==> config.mk <==
export PLATFORM = sky130hd
export DESIGN_NAME = ioq_dst_demux
export DESIGN_NICKNAME = d
export VERILOG_FILES = /design/src/rtl/ioq_dst_demux_pkg.sv /design/src/rtl/small_fifo.sv /design/src/rtl/ioq_dst_demux.sv
export SDC_FILE = /design/constraint.sdc
export NUM_CORES = 2
export LEC_CHECK = 0
export ABC_CLOCK_PERIOD_IN_PS = 18250
export CAP_MARGIN = 10
export CELL_PAD_IN_SITES_DETAIL_PLACEMENT = 0
export CELL_PAD_IN_SITES_GLOBAL_PLACEMENT = 2
export CORE_UTILIZATION = 51
export CTS_CLUSTER_SIZE = 10
export DETAILED_ROUTE_END_ITERATION = 8
export GPL_TIMING_DRIVEN = 0
export PLACE_DENSITY = 0.82
export SLEW_MARGIN = 20
export SYNTH_ARGS = -nofsm -noshare
export SYNTH_HDL_FRONTEND = slang
export SYNTH_SLANG_ARGS = --single-unit
==> constraint.sdc <==
create_clock -name clk -period 18.25 [get_ports clk]
set_input_delay 5.475 -clock clk [delete_from_list [all_inputs] [get_ports clk]]
set_output_delay 5.475 -clock clk [all_outputs]
set_load 0.005 [all_outputs]
==> src/rtl/ioq_dst_demux_pkg.sv <==
// rtl/ioq_dst_demux_pkg.sv - shared constants and state encoding for the IOQ destination demux
package ioq_dst_demux_pkg;

    localparam logic [7:0] IO_QUEUE_STAGE_NUM = 8'hFF;
    localparam int         IOQ_DST_PORT_POS   = 16;

    typedef enum logic [3:0] {
        WAIT_HDR  = 4'b0001,
        SEND_HDRS = 4'b0010,
        SEND_DATA = 4'b0100,
        DROP      = 4'b1000
    } state_t;

endpackage

==> src/rtl/small_fifo.sv <==
// rtl/small_fifo.sv - fall-through input buffer with nearly-full flag
module small_fifo #(
    parameter int WIDTH             = 72,
    parameter int MAX_DEPTH_BITS    = 4,
    parameter int NEARLY_FULL_SLACK = 4
) (
    input  logic             clk,
    input  logic             reset,
    input  logic [WIDTH-1:0] din,
    input  logic             wr_en,
    input  logic             rd_en,
    output logic [WIDTH-1:0] dout,
    output logic             nearly_full,
    output logic             empty
);

    localparam int DEPTH = 1 << MAX_DEPTH_BITS;

    logic [WIDTH-1:0]          mem [DEPTH];
    logic [MAX_DEPTH_BITS-1:0] wr_ptr;
    logic [MAX_DEPTH_BITS-1:0] rd_ptr;
    logic [MAX_DEPTH_BITS:0]   depth;
    logic                      full;
    logic                      do_wr;
    logic                      do_rd;

    // The slack covers the registered in_rdy plus the writes already in flight upstream.
    assign full        = (depth == (MAX_DEPTH_BITS+1)'(DEPTH));
    assign empty       = (depth == '0);
    assign nearly_full = (depth >= (MAX_DEPTH_BITS+1)'(DEPTH - NEARLY_FULL_SLACK));
    assign do_wr       = wr_en && !full;
    assign do_rd       = rd_en && !empty;
    assign dout        = mem[rd_ptr];

    // Storage array; contents are qualified by the pointers so it needs no reset.
    always_ff @(posedge clk) begin
        if (do_wr) begin
            mem[wr_ptr] <= din;
        end
    end

    // Pointers and occupancy.
    always_ff @(posedge clk or posedge reset) begin
        if (reset) begin
            wr_ptr <= '0;
            rd_ptr <= '0;
            depth  <= '0;
        end else begin
            if (do_wr) begin
                wr_ptr <= wr_ptr + 1'b1;
            end
            if (do_rd) begin
                rd_ptr <= rd_ptr + 1'b1;
            end
            depth <= depth + (MAX_DEPTH_BITS+1)'(do_wr) - (MAX_DEPTH_BITS+1)'(do_rd);
        end
    end

endmodule

==> src/rtl/ioq_dst_demux.sv <==
// rtl/ioq_dst_demux.sv - forwards each packet to the ports named in its IOQ header bitmap
module ioq_dst_demux
    import ioq_dst_demux_pkg::*;
#(
    parameter int DATA_WIDTH        = 64,
    parameter int CTRL_WIDTH        = DATA_WIDTH/8,
    parameter int NUM_OUTPUT_QUEUES = 8,
    parameter int FIFO_DEPTH_BITS   = 4,
    parameter int CNT_WIDTH         = 32
) (
    input  logic                         clk,
    input  logic                         reset,
    input  logic [DATA_WIDTH-1:0]        in_data,
    input  logic [CTRL_WIDTH-1:0]        in_ctrl,
    input  logic                         in_wr,
    output logic                         in_rdy,
    output logic [DATA_WIDTH-1:0]        out_data,
    output logic [CTRL_WIDTH-1:0]        out_ctrl,
    output logic [NUM_OUTPUT_QUEUES-1:0] out_wr,
    input  logic [NUM_OUTPUT_QUEUES-1:0] out_rdy,
    output logic [CNT_WIDTH-1:0]         pkt_fwd_cnt,
    output logic [CNT_WIDTH-1:0]         pkt_drop_cnt,
    output logic [CNT_WIDTH-1:0]         hdr_err_cnt
);

    localparam int FIFO_WIDTH = DATA_WIDTH + CTRL_WIDTH;

    logic [FIFO_WIDTH-1:0]        fifo_dout;
    logic                         fifo_empty;
    logic                         fifo_nearly_full;
    logic                         fifo_rd;
    logic [DATA_WIDTH-1:0]        head_data;
    logic [CTRL_WIDTH-1:0]        head_ctrl;
    logic [NUM_OUTPUT_QUEUES-1:0] head_bitmap;
    logic                         head_is_ioq;
    logic                         head_is_data;

    state_t                       state;
    state_t                       state_nxt;
    logic [NUM_OUTPUT_QUEUES-1:0] dst_sel;
    logic [NUM_OUTPUT_QUEUES-1:0] dst_sel_nxt;
    logic                         drop_body;
    logic                         drop_body_nxt;
    logic                         ports_rdy;
    logic                         xfer;
    logic                         fwd_inc;
    logic                         drop_inc;
    logic                         hdr_inc;

    small_fifo #(
        .WIDTH          (FIFO_WIDTH),
        .MAX_DEPTH_BITS (FIFO_DEPTH_BITS)
    ) u_in_fifo (
        .clk         (clk),
        .reset       (reset),
        .din         ({in_ctrl, in_data}),
        .wr_en       (in_wr),
        .rd_en       (fifo_rd),
        .dout        (fifo_dout),
        .nearly_full (fifo_nearly_full),
        .empty       (fifo_empty)
    );

    assign {head_ctrl, head_data} = fifo_dout;
    assign head_bitmap  = head_data[IOQ_DST_PORT_POS +: NUM_OUTPUT_QUEUES];
    assign head_is_ioq  = (head_ctrl == CTRL_WIDTH'(IO_QUEUE_STAGE_NUM));
    assign head_is_data = (head_ctrl == '0);
    // Multicast is all-or-nothing: every selected port must be ready at once.
    assign ports_rdy    = ((out_rdy & dst_sel) == dst_sel);

    // Next-state, FIFO pop and counter-increment decisions.
    always_comb begin
        state_nxt     = state;
        dst_sel_nxt   = dst_sel;
        drop_body_nxt = drop_body;
        fifo_rd       = 1'b0;
        xfer          = 1'b0;
        fwd_inc       = 1'b0;
        drop_inc      = 1'b0;
        hdr_inc       = 1'b0;
        case (state)
            WAIT_HDR: begin
                if (!fifo_empty) begin
                    if (!head_is_ioq) begin
                        hdr_inc       = 1'b1;
                        drop_body_nxt = 1'b0;
                        state_nxt     = DROP;
                    end else if (head_bitmap == '0) begin
                        drop_inc      = 1'b1;
                        drop_body_nxt = 1'b0;
                        state_nxt     = DROP;
                    end else begin
                        dst_sel_nxt = head_bitmap;
                        state_nxt   = SEND_HDRS;
                    end
                end
            end
            SEND_HDRS: begin
                if (!fifo_empty && ports_rdy) begin
                    fifo_rd = 1'b1;
                    xfer    = 1'b1;
                    if (head_is_data) begin
                        state_nxt = SEND_DATA;
                    end
                end
            end
            SEND_DATA: begin
                if (!fifo_empty && ports_rdy) begin
                    fifo_rd = 1'b1;
                    xfer    = 1'b1;
                    if (!head_is_data) begin
                        fwd_inc     = 1'b1;
                        dst_sel_nxt = '0;
                        state_nxt   = WAIT_HDR;
                    end
                end
            end
            DROP: begin
                // Header words may carry any non-zero ctrl; the first non-zero ctrl after body words is EOP.
                if (!fifo_empty) begin
                    fifo_rd = 1'b1;
                    if (!drop_body) begin
                        if (head_is_data) begin
                            drop_body_nxt = 1'b1;
                        end
                    end else if (!head_is_data) begin
                        drop_body_nxt = 1'b0;
                        state_nxt     = WAIT_HDR;
                    end
                end
            end
            default: begin
                dst_sel_nxt   = '0;
                drop_body_nxt = 1'b0;
                state_nxt     = WAIT_HDR;
            end
        endcase
    end

    // State, destination selection and drop-phase tracking.
    always_ff @(posedge clk or posedge reset) begin
        if (reset) begin
            state     <= WAIT_HDR;
            dst_sel   <= '0;
            drop_body <= 1'b0;
        end else begin
            state     <= state_nxt;
            dst_sel   <= dst_sel_nxt;
            drop_body <= drop_body_nxt;
        end
    end

    // Shared output register; the write strobe follows the decision cycle by one clock.
    always_ff @(posedge clk or posedge reset) begin
        if (reset) begin
            out_wr   <= '0;
            out_data <= '0;
            out_ctrl <= '0;
        end else begin
            out_wr <= xfer ? dst_sel : '0;
            if (xfer) begin
                out_data <= head_data;
                out_ctrl <= head_ctrl;
            end
        end
    end

    // Statistics counters, wrapping naturally, plus registered input ready.
    always_ff @(posedge clk or posedge reset) begin
        if (reset) begin
            pkt_fwd_cnt  <= '0;
            pkt_drop_cnt <= '0;
            hdr_err_cnt  <= '0;
            in_rdy       <= 1'b0;
        end else begin
            pkt_fwd_cnt  <= pkt_fwd_cnt + CNT_WIDTH'(fwd_inc);
            pkt_drop_cnt <= pkt_drop_cnt + CNT_WIDTH'(drop_inc);
            hdr_err_cnt  <= hdr_err_cnt + CNT_WIDTH'(hdr_inc);
            in_rdy       <= !fifo_nearly_full;
        end
    end

endmodule

Word-level counts from Yosys, hierarchy flattened
Memory sizes are Yosys's and may differ from the RTL's.
Cells that the tools add are included.
{"block": "totals", "regBits": 203, "mem_bits_rw": 1152, "in_bits": 83, "output_inout_bits": 177, "word_cells": 95, "memories": 1}
{"memory": "u_in_fifo.mem", "depth": 16, "width": 72, "rd": 1, "rd_clocked_by_memory_dff": 0, "wr": 1, "line_no": "small_fifo.sv:19", "source": "logic [WIDTH-1:0] mem [DEPTH];"}
{"block": "op_classes", "n_addsub": 7, "magnitude_cmp": 1, "n_eq_ne": 17, "n_mux": 39, "bitwise": 3, "n_reduce_logical": 14}
{"op": "32-bit by 1-bit adder with 32-bit output", "n": 3}
{"op": "8-bit 2-to-1 mux", "n": 6}
{"op": "4-bit 2-to-1 mux", "n": 9}
{"op": "8-bit case mux with 3 select lines", "n": 1}
{"op": "1-bit 2-to-1 mux", "n": 20}
{"op": "2-bit != test (second input constant)", "n": 9}
{"op": "8-bit zero test", "n": 2}
{"op": "4-bit case mux with 4 select lines", "n": 1}
{"op": "6-bit AND reduction", "n": 2}
{"op": "4-bit by 1-bit adder with 4-bit output (second input constant)", "n": 2}
{"op": "8-bit bitwise AND", "n": 1}
{"op": "8-bit equality test", "n": 1}
{"op": "8-bit equality test (second input constant)", "n": 1}
{"op": "5-bit by 1-bit adder with 5-bit output", "n": 1}
{"op": "5-bit equality test (second input constant)", "n": 1}
{"op": "5-bit by 4-bit >= comparator with 1-bit output (second input constant)", "n": 1}
{"op": "5-bit zero test", "n": 1}
{"op": "5-bit by 1-bit subtractor with 5-bit output", "n": 1}
{"op": "4-bit by 1-bit equality test with 1-bit output (second input constant)", "n": 1}
{"op": "4-bit by 2-bit equality test with 1-bit output (second input constant)", "n": 1}
{"op": "4-bit by 3-bit equality test with 1-bit output (second input constant)", "n": 1}
{"op": "4-bit equality test (second input constant)", "n": 1}
{"op": "4-bit AND reduction", "n": 1}
{"op": "2-bit OR reduction", "n": 2}
{"op": "other kinds (6)", "n": 11}

Logic depth before layout (Yosys ltp)
{"block": "logic_depth", "word_depth": 7, "ltp_mapped": 21, "depth_no_buf": 17}

Hierarchy
Synthesis repeated with hierarchy kept, for this count alone.
{"block": "unflattened", "hier_cells": 2923, "hier_area_um2": 52790.6}
{"mod": "small_fifo", "n_inst": 1, "cells_each": 2157, "area_per_inst_um2": 44645.3, "seq_area_each_um2": 34918.5}
{"mod": "ioq_dst_demux", "n_inst": 1, "cells_each": 766, "area_per_inst_um2": 8145.3, "seq_area_each_um2": 4755.8}

Least setup slack after synthesis
OpenSTA, ideal clock, no wires.
{"block": "synth_timing", "path_type": "input port to flip-flop", "from": "input port in_wr", "to": "memory u_in_fifo.mem[0][0] (enable)", "setup_time_ns": 0.438, "t_arrival_ns": 7.864, "required_time_ns": 17.812, "slack_ns": 9.948, "cell_stages": 4, "n_path_buf": 1, "cell_sequence": "o21a_1 > clkbuf_1 > nor3b_1 > and2_1"}
{"block": "synth_via", "elab_chain_len": 3}
{"element": "start, declared", "line_no": "ioq_dst_demux.sv:15", "source": "input logic in_wr,"}
{"element": "1-bit logical AND", "line_no": "small_fifo.sv:31", "source": "assign do_wr = wr_en && !full;"}
{"element": "via u_in_fifo.do_wr", "line_no": "small_fifo.sv:24", "source": "logic do_wr;"}
{"element": "1-bit 2-to-1 mux", "line_no": "small_fifo.sv:37", "source": "if (do_wr) begin"}
{"element": "1-bit 2-to-1 mux (implied by the code)", "line_no": "small_fifo.sv:38", "source": "mem[wr_ptr] <= din;"}
{"element": "end, declared", "line_no": "small_fifo.sv:19"}
The timed path passes the listed nets, and every way through them passes these cells.

Worst setup path after layout
{"block": "layout_timing", "from": "input port out_rdy[3]", "to": "register pkt_fwd_cnt[31]"}
{"block": "layout_via", "elab_chain_len": 6}
{"element": "start, declared", "line_no": "ioq_dst_demux.sv:20", "source": "input logic [NUM_OUTPUT_QUEUES-1:0] out_rdy,"}
{"element": "8-bit bitwise AND", "line_no": "ioq_dst_demux.sv:69", "source": "assign ports_rdy = ((out_rdy & dst_sel) == dst_sel);"}
{"element": "8-bit equality test", "line_no": "ioq_dst_demux.sv:69"}
{"element": "1-bit logical AND", "line_no": "ioq_dst_demux.sv:108", "source": "if (!fifo_empty && ports_rdy) begin"}
{"element": "1-bit 2-to-1 mux", "line_no": "ioq_dst_demux.sv:108"}
{"element": "1-bit 2-to-1 mux", "line_no": "ioq_dst_demux.sv:81", "source": "case (state)"}
{"element": "32-bit by 1-bit adder with 32-bit output", "line_no": "ioq_dst_demux.sv:176", "source": "pkt_fwd_cnt <= pkt_fwd_cnt + CNT_WIDTH'(fwd_inc);"}
{"element": "end signal, assigned", "line_no": "ioq_dst_demux.sv:176"}
{"element": "end, declared", "line_no": "ioq_dst_demux.sv:21", "source": "output logic [CNT_WIDTH-1:0] pkt_fwd_cnt,"}
Every way passes these cells.
A chain may end at the register's enable or synchronous reset.

==> run_results.csv <==
group,metric,value,unit
outcome,status,"completed",
clock_tree,cts.sinks,1355,
drt,ant_nets,0,
sta,hold_violations,0,
drt,via_per_inst,5.98,
layout,drive_above_1_share,19.8,%
synth,synthXorXnorAreaFrac,1.67,%
clock_tree,htreeDepth,4,
die,die_y,321,um
synth,ys_types,58,
global_route,grtUsageMet2,40.6,%
layout,nNetsFinal,3076,
die,core-area,0.100,mm2
synth,synth_area,0.0519,mm2
power,powerDensity,150,mW/mm2
worst_setup_path,worstSetupStartpointType,"input pin",
clock_tree,cts.path.max_buffers,3,
die,row_count,116,
layout,fillers,7039,
sta,min_period,8.60,ns
global_route,grt_max_degree,81,
synth,ys_top_cells_by_area,"edfxtp_1, mux4_2, dfrtp_1",
clock_tree,cts_resized,0,
place,dp.cells,4173,
power,swShare,29.0,%
power,p_int,6.56,mW
die,io_pins,260,
synth,ys_seq_area_share,76.4,%
sta,rsz0062_at_grt,"false",
power,vdd_ir_drop_max,0.0000873,V
drt,first_pass_iters,6,
global_route,first_global_vias,27327,
synth,yosys.area.top_type,"edfxtp_1",
layout,seq_area,0.0397,mm2
global_route,grt_pass1_wl,184000,um
synth,synth_seq_cells,1355,
power,total_power,9.24,mW
sta,tightest_slew,1.17,ns
sta,setup_viol,0,
synth,yosysWarnings,0,
power,comb_power_share,27.8,%
synth,synth-compound-area-share,1.13,%
layout,multiInputGateArea,0.0117,mm2
synth,syn_inst,2521,
die,die_area,0.103,mm2
drt,routedWlPerCell,28.5,um
synth,synth.avg_cell_area,20.6,um2
sta,fin_setup_tns,0,ns
global_route,gr-total-overflow,0,
synth,synth_fa_ha_area_share,0.497,%
worst_setup_path,end_kind,"register",
global_route,antenna_found_initial,9,
die,die_w,321,um
flow_run,drv_cap,0,
clock_tree,cts_buffers,155,
worst_setup_path,worstSetupPathType,"in -> reg",
worst_setup_path,crit_path_max_fanout,6,
sta,maxSlewHeadroom,21.8,%
layout,final_cells,4449,
clock_tree,cts_setup_buffers,0,
worst_setup_path,critPathRequiredTime,18.90,ns
drt,finalWirelength,127000,um
worst_setup_path,crit_arrival,9.25,ns
place,io_buffers,259,
global_route,grt.busiest_layer,"met2",
drt,dr_total_vias,26609,
synth,syn-num-nets,2624,
layout,area_growth,18.9,%
clock_tree,hold_buffers,0,
drt,drc_errors,0,
place,gp_routability_congestion,0.799,
clock_tree,cts_tree,"built",
synth,synth.top_cell.area_share,66.6,%
global_route,met3_usage,4.82,%
place,dp_hpwl,75100,um
global_route,grt_use_total,25.1,%
sta,fin_crit_sh,47.1,%
sta,max_freq,116,MHz
power,p_switching,2.68,mW
synth,synth_top_family_by_area,"multiplexers",
power,p_leak,21.1,nW
sta,slew_viol_final,0,
die,start_util,51.7,%
synth,synth.area.mux_share,15.1,%
clock_tree,cts.clk_slew.worst_paths,0.05,ns
place,pre_cts_ws,8.88,ns
clock_tree,clock_tree.root_cell,"clkbuf_16",
sta,fin_ws,9.65,ns
global_route,gr-usage-met1,35.0,%
power,clkPwrFrac,30.5,%
drt,drtIter0Drc,3043,
power,p_seq_share,41.7,%
sta,clock_skew,0.0315,ns
worst_hold_path,min_path_type,"reg -> reg",
clock_tree,clk_latency,0.76,ns
synth,synth-simple-area-share,4.03,%
worst paths after layout:
kind	from	end	slack, ns	cells past startpoint
max in group asynchronous	reset	out_data[33]$_DFFE_PP0N_	12.21	3
worst max register to register	u_in_fifo.rd_ptr[1]$_DFFE_PP0P_	pkt_drop_cnt[28]$_DFF_PP0_	12.37	15
worst min register to register	u_in_fifo.depth[4]$_DFF_PP0_	in_rdy$_DFF_PP0_	0.47	1
worst max-delay path	out_rdy[3]	pkt_fwd_cnt[31]$_DFF_PP0_	9.65	14
min in group asynchronous	reset	hdr_err_cnt[14]$_DFF_PP0_	5.20	2
worst min-delay path	u_in_fifo.depth[4]$_DFF_PP0_	in_rdy$_DFF_PP0_	0.47	1
final cells by class:
cell class,count,area share (%)
Multi-Input combinational cell,1033,18.9
Antenna cell,3,0.0122
Timing Repair Buffer,295,5.59
Buffer,105,0.835
Sequential cell,1355,64.3
Tap cell,1357,2.75
Inverter,28,0.182
Clock inverter,16,0.326
Clock buffer,257,7.09
state kept, by name (all words and copies together), names as in the netlist:
signal,cells
drop_body,1
dst_sel,8
hdr_err_cnt,32
in_rdy,1
out_ctrl,8
out_data,64
out_wr,8
pkt_drop_cnt,32
pkt_fwd_cnt,32
state,4
u_in_fifo.depth,5
u_in_fifo.mem,1152
u_in_fifo.rd_ptr,4
u_in_fifo.wr_ptr,4
cell usage after synthesis (all sizes together):
library cell / number
o21ai: 14
dfrtp: 202
o31ai: 1
nand4bb: 1
fa: 1
a221o: 3
o2111ai: 2
dfstp: 1
a22o: 6
mux4: 328
or2: 1
a21oi: 7
inv: 28
a31o: 1
nor3b: 2
o22ai: 6
edfxtp: 1152
and2: 27
and3: 20
and4: 4
nand4: 14
a22oi: 15
o21a: 2
xor2: 29
nor3: 7
xnor2: 70
a2bb2oi: 3
nor2: 61
clkbuf: 64
ha: 19
nand2: 270
a21o: 1
o21bai: 1
nor4b: 1
nor4: 6
and3b: 1
a221oi: 15
mux2i: 37
a31oi: 1
buf: 41
mux2: 6
nor2b: 9
or4: 1
nand3: 40
power groups by stage:
stage / Combinational (mW) / Sequential, mW / Clock, mW
finish: 2.57 / 3.85 / 2.82
global route: 2.73 / 3.88 / 2.98
CTS: 2.60 / 3.86 / 2.86
global placement: 2.49 / 3.94 / 0
detailed placement: 2.59 / 3.91 / 0
floorplan: 1.62 / 3.90 / 0
worst max-delay path: stages:
cell	delay, ns
clkdlybuf4s50_1	0.51
o22ai_1	0.08
or4_1	0.56
nor2_1	0.33
nor2b_1	0.21
and2_1	0.20
ha_1	0.21
nand2_1	0.07
nor2_1	0.39
and3_1	0.28
nor2b_1	0.30
nand2_1	0.21
nor3_1	0.23
xor2_1	0.17
logic make-up after synthesis:
family,after synthesis
simple gates,465
flops,1355
compound gates,78
fa+ha+maj,20
buf+inv,133
mux,371
xor+xnor,99
per-layer routing:
layer,up-vias,part of all wire [%]
met3,232,7.9
met4,14,2.4
met2,1262,49
li1,11037,-
met5,-,0.071
met1,14064,41
per-stage QoR:
step	utilization, %	instance area, um2	hold WS, ns
6_report	61.4	61700	0.470
5_1_grt	61.4	61700	0.495
3_5_place_dp	56.9	57100	0.452
3_3_place_gp	56.0	56200	0.457
2_1_floorplan	-	51900	0.433
4_1_cts	61.4	61700	0.472
cell usage in the layout (no fill, tap or decap), types with 4 or more instances in the layout:
cell,n
edfxtp_1,1152
mux4_2,328
nand2_1,270
clkdlybuf4s50_1,259
dfrtp_1,202
clkbuf_16,160
clkbuf_1,155
xnor2_1,70
nor2_1,61
nand3_1,39
mux2i_1,37
xor2_1,29
inv_1,27
buf_2,23
and3_1,20
buf_16,20
ha_1,19
buf_12,16
and2_4,16
a22oi_1,15
a221oi_1,13
nand4_1,13
and2_1,11
clkbuf_2,10
o21ai_0,10
nor2b_1,9
o22ai_1,6
a21oi_1,6
a22o_1,6
nor3_1,6
buf_6,5
nor4_1,5
mux2_1,5
o21ai_1,4
buf_1,4
and4_1,4
inv_6,4
clkinv_2,4
Power figures use the tool's default switching activity.
